===== src/rtl/awmf_chain_shifter.sv =====
// Serial shifter for a daisy-chain of AWMF beamformer devices.
// Shifts one CHAIN_LEN-bit word out on sdi (MSB first) while capturing sdo,
// then optionally pulses the load strobe. Every output comes straight from a flop.
module awmf_chain_shifter #(
  parameter int CLK_DIV   = 4,
  parameter int CHAIN_LEN = 240
) (
  input  logic                 clk_i,
  input  logic                 rst_n_i,
  input  logic                 chain_wr_en_i,
  input  logic                 chain_wr_i,
  input  logic [CHAIN_LEN-1:0] chain_data_i,
  output logic [CHAIN_LEN-1:0] chain_data_o,
  output logic                 chain_busy_o,
  output logic                 awmf_sclk_o,
  output logic                 awmf_sdi_o,
  output logic                 awmf_csb_o,
  output logic                 awmf_ldb_o,
  input  logic                 awmf_sdo_i
);

  localparam int BW = (CHAIN_LEN > 1) ? $clog2(CHAIN_LEN) : 1;
  localparam logic [8:0]    DIV_LAST  = 9'(CLK_DIV - 1);
  localparam logic [8:0]    LOAD_LAST = 9'(2 * CLK_DIV - 1);
  localparam logic [BW-1:0] BIT_LAST  = BW'(CHAIN_LEN - 1);

  typedef enum logic [2:0] {
    ST_IDLE,
    ST_SETUP,
    ST_SHIFT_HI,
    ST_SHIFT_LO,
    ST_END,
    ST_LOAD,
    ST_GAP
  } state_t;

  state_t               state_q,   state_d;
  logic [8:0]           div_cnt_q, div_cnt_d;
  logic [BW-1:0]        bit_cnt_q, bit_cnt_d;
  logic [CHAIN_LEN-1:0] tx_q,      tx_d;
  logic [CHAIN_LEN-1:0] rx_q,      rx_d;
  logic [CHAIN_LEN-1:0] data_q,    data_d;
  logic                 wr_q,      wr_d;
  logic                 busy_q,    busy_d;
  logic                 sclk_q,    sclk_d;
  logic                 sdi_q,     sdi_d;
  logic                 csb_q,     csb_d;
  logic                 ldb_q,     ldb_d;

  logic                 div_last;
  logic [CHAIN_LEN-1:0] rx_next;

  // Registers: reset puts the bus in its idle level (csb high) and aborts any transfer.
  always_ff @(posedge clk_i or negedge rst_n_i) begin
    if (!rst_n_i) begin
      state_q   <= ST_IDLE;
      div_cnt_q <= '0;
      bit_cnt_q <= '0;
      tx_q      <= '0;
      rx_q      <= '0;
      data_q    <= '0;
      wr_q      <= 1'b0;
      busy_q    <= 1'b0;
      sclk_q    <= 1'b0;
      sdi_q     <= 1'b0;
      csb_q     <= 1'b1;
      ldb_q     <= 1'b0;
    end else begin
      state_q   <= state_d;
      div_cnt_q <= div_cnt_d;
      bit_cnt_q <= bit_cnt_d;
      tx_q      <= tx_d;
      rx_q      <= rx_d;
      data_q    <= data_d;
      wr_q      <= wr_d;
      busy_q    <= busy_d;
      sclk_q    <= sclk_d;
      sdi_q     <= sdi_d;
      csb_q     <= csb_d;
      ldb_q     <= ldb_d;
    end
  end

  assign div_last = (div_cnt_q == DIV_LAST);
  assign rx_next  = {rx_q[CHAIN_LEN-2:0], awmf_sdo_i};

  // Next state and next output values; outputs change only on state transitions.
  always_comb begin
    state_d   = state_q;
    div_cnt_d = div_cnt_q + 9'd1;
    bit_cnt_d = bit_cnt_q;
    tx_d      = tx_q;
    rx_d      = rx_q;
    data_d    = data_q;
    wr_d      = wr_q;
    busy_d    = busy_q;
    sclk_d    = sclk_q;
    sdi_d     = sdi_q;
    csb_d     = csb_q;
    ldb_d     = ldb_q;

    case (state_q)
      ST_IDLE: begin
        div_cnt_d = '0;
        if (chain_wr_en_i) begin
          state_d   = ST_SETUP;
          tx_d      = chain_data_i;
          wr_d      = chain_wr_i;
          bit_cnt_d = '0;
          busy_d    = 1'b1;
          csb_d     = 1'b0;
          sclk_d    = 1'b0;
          sdi_d     = chain_data_i[CHAIN_LEN-1];
        end
      end
      ST_SETUP: begin
        if (div_last) begin
          state_d   = ST_SHIFT_HI;
          div_cnt_d = '0;
          sclk_d    = 1'b1;
        end
      end
      ST_SHIFT_HI: begin
        if (div_last) begin
          div_cnt_d = '0;
          rx_d      = rx_next;
          sclk_d    = 1'b0;
          if (bit_cnt_q == BIT_LAST) begin
            state_d = ST_END;
            csb_d   = 1'b1;
            sdi_d   = 1'b0;
            data_d  = rx_next;
          end else begin
            state_d   = ST_SHIFT_LO;
            bit_cnt_d = bit_cnt_q + BW'(1);
            tx_d      = tx_q << 1;
            sdi_d     = tx_q[CHAIN_LEN-2];
          end
        end
      end
      ST_SHIFT_LO: begin
        if (div_last) begin
          state_d   = ST_SHIFT_HI;
          div_cnt_d = '0;
          sclk_d    = 1'b1;
        end
      end
      ST_END: begin
        if (div_last) begin
          div_cnt_d = '0;
          if (wr_q) begin
            state_d = ST_LOAD;
            ldb_d   = 1'b1;
          end else begin
            state_d = ST_GAP;
          end
        end
      end
      ST_LOAD: begin
        if (div_cnt_q == LOAD_LAST) begin
          state_d   = ST_GAP;
          div_cnt_d = '0;
          ldb_d     = 1'b0;
        end
      end
      ST_GAP: begin
        if (div_last) begin
          state_d   = ST_IDLE;
          div_cnt_d = '0;
          busy_d    = 1'b0;
        end
      end
      default: begin
        state_d   = ST_IDLE;
        div_cnt_d = '0;
        busy_d    = 1'b0;
        csb_d     = 1'b1;
        sclk_d    = 1'b0;
        sdi_d     = 1'b0;
        ldb_d     = 1'b0;
      end
    endcase
  end

  assign chain_data_o = data_q;
  assign chain_busy_o = busy_q;
  assign awmf_sclk_o  = sclk_q;
  assign awmf_sdi_o   = sdi_q;
  assign awmf_csb_o   = csb_q;
  assign awmf_ldb_o   = ldb_q;

endmodule


===== config.mk =====
export PLATFORM = sky130hd
export DESIGN_NAME = awmf_chain_shifter
export DESIGN_NICKNAME = d
export VERILOG_FILES = /design/src/rtl/awmf_chain_shifter.sv
export SDC_FILE = /design/constraint.sdc
export NUM_CORES = 1
export LEC_CHECK = 0
export ABC_CLOCK_PERIOD_IN_PS = 7100
export CORE_MARGIN = 2
export CORE_UTILIZATION = 58
export CTS_CLUSTER_DIAMETER = 120
export CTS_CLUSTER_SIZE = 25
export DETAILED_ROUTE_END_ITERATION = 10
export PLACE_DENSITY = 0.95
export SLEW_MARGIN = 0
export SYNTH_ARGS = -nofsm -noshare
export SYNTH_HDL_FRONTEND = slang
export SYNTH_SLANG_ARGS = --single-unit

===== constraint.sdc =====
create_clock -name clk_i -period 7.1 [get_ports clk_i]
set_input_delay 0.71 -clock clk_i [delete_from_list [all_inputs] [get_ports clk_i]]
set_output_delay 0.71 -clock clk_i [all_outputs]
set_load 0.02 [all_outputs]

==> results of run 1 <==
==> sequential cells by signal, summed over array words and instances (netlist names) <==
signal / cells
awmf_sclk_o: 1
awmf_csb_o: 1
div_cnt_q: 9
tx_q: 239
awmf_ldb_o: 1
chain_busy_o: 1
chain_data_o: 240
state_q: 3
wr_q: 1
bit_cnt_q: 8
awmf_sdi_o: 1
rx_q: 239
==> area by class of cell <==
cell class,instances,share of cell area
clock inverter,3,0.00115
clock buffer,39,0.0248
tap,680,0.0237
timing repair buffer,503,0.142
sequential,744,0.518
multi-input combinational,2033,0.289
inverter,6,0.000627
==> synthesized netlist by cell type, types with 6 or more instances <==
| cell type | n | area, um^2 |
|---|---|---|
| buf_6 | 22 | 248 |
| dfrtp_1 | 743 | 18600 |
| a31oi_1 | 241 | 1510 |
| nor2_1 | 249 | 935 |
| a21oi_1 | 17 | 85.1 |
| inv_1 | 6 | 22.5 |
| and3_1 | 7 | 43.8 |
| buf_2 | 69 | 345 |
| nor3_1 | 6 | 30.0 |
| nand2_1 | 1202 | 4510 |
| mux2_2 | 42 | 473 |
| nand3_1 | 12 | 60.1 |
| o21ai_0 | 9 | 45.0 |
| clkbuf_1 | 99 | 372 |
| mux2_1 | 200 | 2250 |
==> cells in the final DEF, fill, tap and decap left out, types with 2 or more instances in the layout <==
master / netlist / layout
nand2_1: 1202 / 1201
dfrtp_1: 743 / 743
clkdlybuf4s50_1: 0 / 488
nor2_1: 249 / 249
a31oi_1: 241 / 241
mux2_1: 200 / 200
mux2_2: 42 / 42
clkbuf_16: 0 / 35
a21oi_1: 17 / 17
nand3_1: 12 / 11
o21ai_0: 9 / 9
buf_12: 0 / 8
inv_1: 6 / 6
nor3_1: 6 / 6
and3_1: 7 / 6
buf_4: 3 / 6
nor2b_1: 5 / 5
xor2_1: 5 / 5
ha_1: 5 / 5
o21a_1: 4 / 4
clkbuf_1: 99 / 4
xnor2_1: 3 / 3
or4_1: 2 / 2
or3_1: 2 / 2
nand3_4: 0 / 2
o41ai_1: 2 / 2
nor4b_1: 2 / 2
clkinv_8: 0 / 2
==> cells by family (layout without fill, tap and decap cells) <==
family,after synthesis,count (layout),synth area share
compound gates,282,282,0.0587
flops,744,744,0.621
buf+inv,201,551,0.0339
simple gates,1495,1495,0.191
xor+xnor,8,8,0.00234
mux,243,243,0.0912
fa+ha+maj,5,5,0.00209
==> final timing paths <==
path	to	cells past startpoint
max	chain_data_o[64]	6
min	chain_data_o[82]	1
max reg2reg	chain_data_o[64]	6
min reg2reg	div_cnt_q[0]	1
max in group asynchronous	tx_q[84]	2
min in group clk_i	div_cnt_q[0]	1
==> routing by layer <==
layer,vias to the layer above,share of wire
met1,11303,0.38
met3,177,0.077
met2,943,0.50
met4,4,0.035
li1,10340,-
met5,-,0.00044
==> stage by stage <==
step	util	hold slack (ns)	total power, mW	worst slack (ns)	instance area [um^2]
floorplan	-	0.414	7.87	4.67	30000
global placement	0.684	0.439	8.45	2.62	35000
detailed placement	0.684	0.443	8.64	2.49	35000
CTS	0.702	0.182	10.8	2.46	35900
global route	0.702	0.216	11.5	2.14	35900
finish	0.702	0.173	10.8	2.27	35900
==> power groups by stage <==
stage | clock, mW | combinational (mW) | sequential, mW
4_1_cts | 2.24 | 3.12 | 5.46
5_1_grt | 2.40 | 3.54 | 5.56
3_5_place_dp | 0 | 3.10 | 5.53
2_1_floorplan | 0 | 2.48 | 5.40
6_report | 2.22 | 3.12 | 5.47
3_3_place_gp | 0 | 2.95 | 5.50
==> worst max-delay path, delay by kind of cell, from the launching register on <==
family                 cells  cell delay (ns)
buffers and inverters      2             0.90
AND/OR/NAND/NOR            3             2.30
flip-flops                 1             0.56
multiplexers               1             0.56
==> impl_metrics.py, run 1 <==
metrics = {
    "min_path": {
        "hold_path_class": "in2async",
    },
    "sta": {
        "finalSetupTns_ns": 0,
        "finalHoldViolCount": 0,
        "rsz0062_at_grt": "no",
        "finalMaxSlewViolations": 0,
        "skew_ns": 0.0207,
        "timing.fmax_mhz": 207,
        "fin_crit_sh": 0.680,
        "finalSetupViolations": 0,
        "max_slew_margin": 0.107,
        "min_period_ns": 4.83,
        "tightestPinTransition_ns": 1.34,
    },
    "cells_and_area": {
        "final_cells": 4008,
        "drive_above_1_share": 0.0313,
        "antenna_cells": 0,
        "final_nets": 3573,
        "nFillCells": 3268,
        "multi_input_area_um2": 10400,
        "areaGrowthSynthToFinish_pct": 19.8,
        "seq_area_um2": 18600,
    },
    "job": {
        "cap_viol_max_count": 0,
    },
    "route": {
        "drt-total-wl_um": 74900,
        "ant_nets": 0,
        "drt_iter0_markers": 2409,
        "drc": 0,
        "avgViaCountPerCell": 5.68,
        "dr.pass1.iters": 6,
        "routedWlPerCell_um": 18.7,
        "dr_total_vias": 22767,
    },
    "synth": {
        "synth-edff-count": 0,
        "syn_area_um2": 30000,
        "synth_cell_types": 44,
        "synth_ff_type": "dfrtp_1",
        "ys_async_sr_fraction": 1.00,
        "seq_area_frac_synth": 0.621,
        "netlist_instances": 2978,
        "avgSynthCellArea_um2": 10.1,
        "ys_seq_elements": 744,
        "ys_warn_count": 0,
        "syn_nets": 3228,
    },
    "critical_path": {
        "cp.arrival_ns": 5.29,
        "cp-start-kind": "flop",
        "regToRegStartpoint": "state_q[0]",
        "slowest_stage": "and3_4",
        "critPathCaptureType": "flop",
        "crit_type": "reg2reg",
        "r2r_slack_ns": 2.27,
        "required_ns": 7.56,
        "crit_start": "state_q[0]",
        "path_max_fanout": 183,
        "worstPathCellList": "inv_1, and3_4, and2_4, nand3_4, buf_12, mux2_1",
        "critPathMaxStageDelay_ns": 0.82,
    },
    "global_routing": {
        "grt_max_degree": 289,
        "grt_pass1_vias": 22455,
        "grt_pass1_wl_um": 119000,
        "use_met1": 0.358,
        "grt_antenna_before_repair": 2,
        "grt-ovfl-total": 0,
        "grtUsageTotal": 0.280,
        "met3_usage": 0.0568,
        "use_met2": 0.477,
        "busiest_layer": "met2",
    },
    "clock_network": {
        "cts_tree": "yes",
        "clock_path_buffers": 3,
        "numCtsBuffers": 35,
        "clk_pin_slew_ns": 0.10,
        "post_cts_resized": 0,
        "clkSinkCount": 744,
        "hold_buffers": 0,
        "cts-htree-levels": 2,
        "cts-root-buf": "clkbuf_16",
        "post-cts-setup-buffers": 0,
        "clock_latency_ns": 0.59,
    },
    "place": {
        "portBuffers": 489,
        "gp_congestion": 0.834,
        "placed_cells": 3966,
        "post-dp-hpwl_um": 49700,
    },
    "floorplan": {
        "die_y_um": 231,
        "fp-row-count": 83,
        "core_um2": 51200,
        "ioPinCount": 490,
        "start_util": 0.586,
        "die_w_um": 231,
        "die_area_um2": 53600,
    },
    "power_and_ir_drop": {
        "power_leakage_nw": 17.7,
        "power_switching_mw": 3.78,
        "p_int_mw": 7.04,
        "p_seq_frac": 0.506,
        "power.switching_fraction": 0.349,
        "cellPowerDensity_nw_per_um2": 301,
        "power.clock.fraction": 0.205,
        "pwr-share-comb": 0.289,
        "ir_worst_vdd_uv": 516,
    },
    "run_status": {
        "status": "complete, no violations",
    },
}
(Power assumes the default switching activity.)
==> run 2: changes to the inputs <==
- ABC_CLOCK_PERIOD_IN_PS: 7100 -> 4000
- CORE_UTILIZATION: 58 -> 48
- PLACE_DENSITY: 0.95 -> 0.87
- clock period: 7.1 -> 4 ns (I/O delays scaled with it)
==> impl_metrics.py, run 2 (synthesis gave the netlist of run 1 again) <==
metrics = {
    "global_routing": {
        "grt_pass1_vias": 21227,
        "grt_pass1_wl_um": 113000,
        "grt_antenna_before_repair": 0,
        "grt-ovfl-total": 0,
        "grtUsageTotal": 0.217,
        "grt_max_degree": 244,
    },
    "sta": {
        "finalMaxSlewViolations": 0,
        "finalSetupTns_ns": 0,
        "rsz0062_at_grt": "no",
        "min_period_ns": 3.17,
        "worst_slack_ns": 0.834,
        "max_slew_margin": 0.248,
        "fin_crit_sh": 0.791,
        "tightestPinTransition_ns": 1.13,
        "finalHoldViolCount": 0,
        "timing.fmax_mhz": 316,
        "skew_ns": 0.0233,
        "finalSetupViolations": 0,
    },
    "critical_path": {
        "cp-start-kind": "flop",
        "cp.arrival_ns": 3.64,
        "critPathCaptureType": "flop",
        "worstPathCellList": "or4_1, a2111oi_0, o21ba_4, buf_4, nor2_1, a31oi_1",
        "slowest_stage": "a2111oi_0",
        "crit_start": "div_cnt_q[8]",
        "regToRegStartpoint": "div_cnt_q[8]",
        "crit_type": "reg2reg",
        "required_ns": 4.48,
        "critPathMaxStageDelay_ns": 0.71,
        "path_max_fanout": 38,
    },
    "floorplan": {
        "die_y_um": 254,
        "core_um2": 61700,
        "die_w_um": 254,
        "fp-row-count": 91,
        "ioPinCount": 490,
        "die_area_um2": 64500,
        "start_util": 0.486,
    },
    "route": {
        "avgViaCountPerCell": 5.30,
        "drt-total-wl_um": 70400,
        "drt_iter0_markers": 1852,
        "dr.pass1.iters": 5,
        "routedWlPerCell_um": 16.8,
        "drc": 0,
        "ant_nets": 0,
        "dr_total_vias": 22228,
    },
    "clock_network": {
        "clock_latency_ns": 0.58,
        "clock_path_buffers": 3,
        "clkSinkCount": 744,
        "hold_buffers": 1,
        "numCtsBuffers": 35,
        "cts_tree": "yes",
        "cts-root-buf": "clkbuf_16",
        "post-cts-setup-buffers": 0,
        "clk_pin_slew_ns": 0.10,
        "post_cts_resized": 0,
        "cts-htree-levels": 2,
    },
    "cells_and_area": {
        "largest_reg_flops": 240,
        "final_nets": 3600,
        "drive_above_1_share": 0.0390,
        "seq_area_um2": 18600,
        "areaGrowthSynthToFinish_pct": 21.6,
        "final_cell_mix": "nand2_1 (1201), dfrtp_1 (743), clkdlybuf4s50_1 (488)",
        "nFillCells": 4858,
        "antenna_cells": 0,
        "final_common_cell": "nand2_1",
        "multi_input_area_um2": 10400,
    },
    "place": {
        "pre_cts_slack_ns": 0.815,
        "portBuffers": 489,
        "gp_congestion": 0.857,
        "post-dp-hpwl_um": 48200,
    },
    "power_and_ir_drop": {
        "ir_worst_vdd_uv": 618,
        "p_seq_frac": 0.503,
        "p_int_mw": 12.6,
        "power_switching_mw": 6.67,
        "power_leakage_nw": 17.9,
        "pwr-share-comb": 0.292,
        "cellPowerDensity_nw_per_um2": 529,
        "power.switching_fraction": 0.345,
        "power.clock.fraction": 0.205,
    },
    "min_path": {
        "hold_path_class": "in2reg",
        "min-delay-start": "chain_data_i[21]",
    },
    "job": {
        "cap_viol_max_count": 0,
    },
    "run_status": {
        "status": "complete, no violations",
    },
}
[run 2: cell types whose count changed in the layout (fill, tap and decap cells not counted), sizes merged]
cell	before	now
buf	15	41
inv	6	7
dlygate4sd3	0	1
clkbuf	39	42
clkinv	3	2
[run 2: per-layer routing]
layer	part of all wire	routed length, um	track usage	vias to the layer above
met3	0.062	4340	0.0371	88
met1	0.42	29600	0.299	11006
li1	-	-	-	10402
met4	0.022	1520	0.0484	0
met5	0	0	0	-
met2	0.50	34900	0.363	732
[run 2: worst paths after layout]
path                                      to  depth (start not counted)  slack [ns]
setup / recovery                   tx_q[194]                          6        0.83
hold / removal                      tx_q[21]                          3        0.38
setup reg to reg                   tx_q[194]                          6        0.83
hold reg to reg                 div_cnt_q[0]                          1        0.46
max in group asynchronous  chain_data_o[108]                          4        2.36
min in group asynchronous  chain_data_o[169]                          2        0.51
[run 2: final cells by class]
type | count | share of cell area
Clock buffer | 42 | 0.0253
Clock inverter | 3 | 0.000926
Inverter | 6 | 0.000618
Multi-Input combinational cell | 2033 | 0.285
Sequential cell | 744 | 0.511
Tap cell | 837 | 0.0287
Timing Repair Buffer | 530 | 0.149
[run 2: power by group through the flow]
stage	logic (mW)	clock network, mW	registers [mW]
after global placement	5.40	0	9.78
after CTS	5.66	4.09	9.68
after detailed placement	5.69	0	9.80
after floorplan	4.40	0	9.58
final	5.63	3.96	9.70
after global routing	6.42	4.33	9.85
[run 2: critical path: cells and delay by family, from the launching register on]
kind / cells / cell delay, ns
and+or+nand+nor: 2 / 0.74
DFF: 1 / 0.41
AOI/OAI and AO/OA: 3 / 1.50
buffers and inverters: 1 / 0.43
[run 2: through the flow]
stage                     hold slack [ns]  power (mW)  utilization  instances  instance area (um^2)
after global placement              0.440        15.2        0.575       4149                 35500
after global routing                0.356        20.6        0.591       4195                 36500
after detailed placement            0.451        15.5        0.575       4149                 35500
final                               0.377        19.3        0.591       4195                 36500
after CTS                           0.331        19.4        0.591       4195                 36500
after floorplan                     0.104        14.0            -       2978                 30000
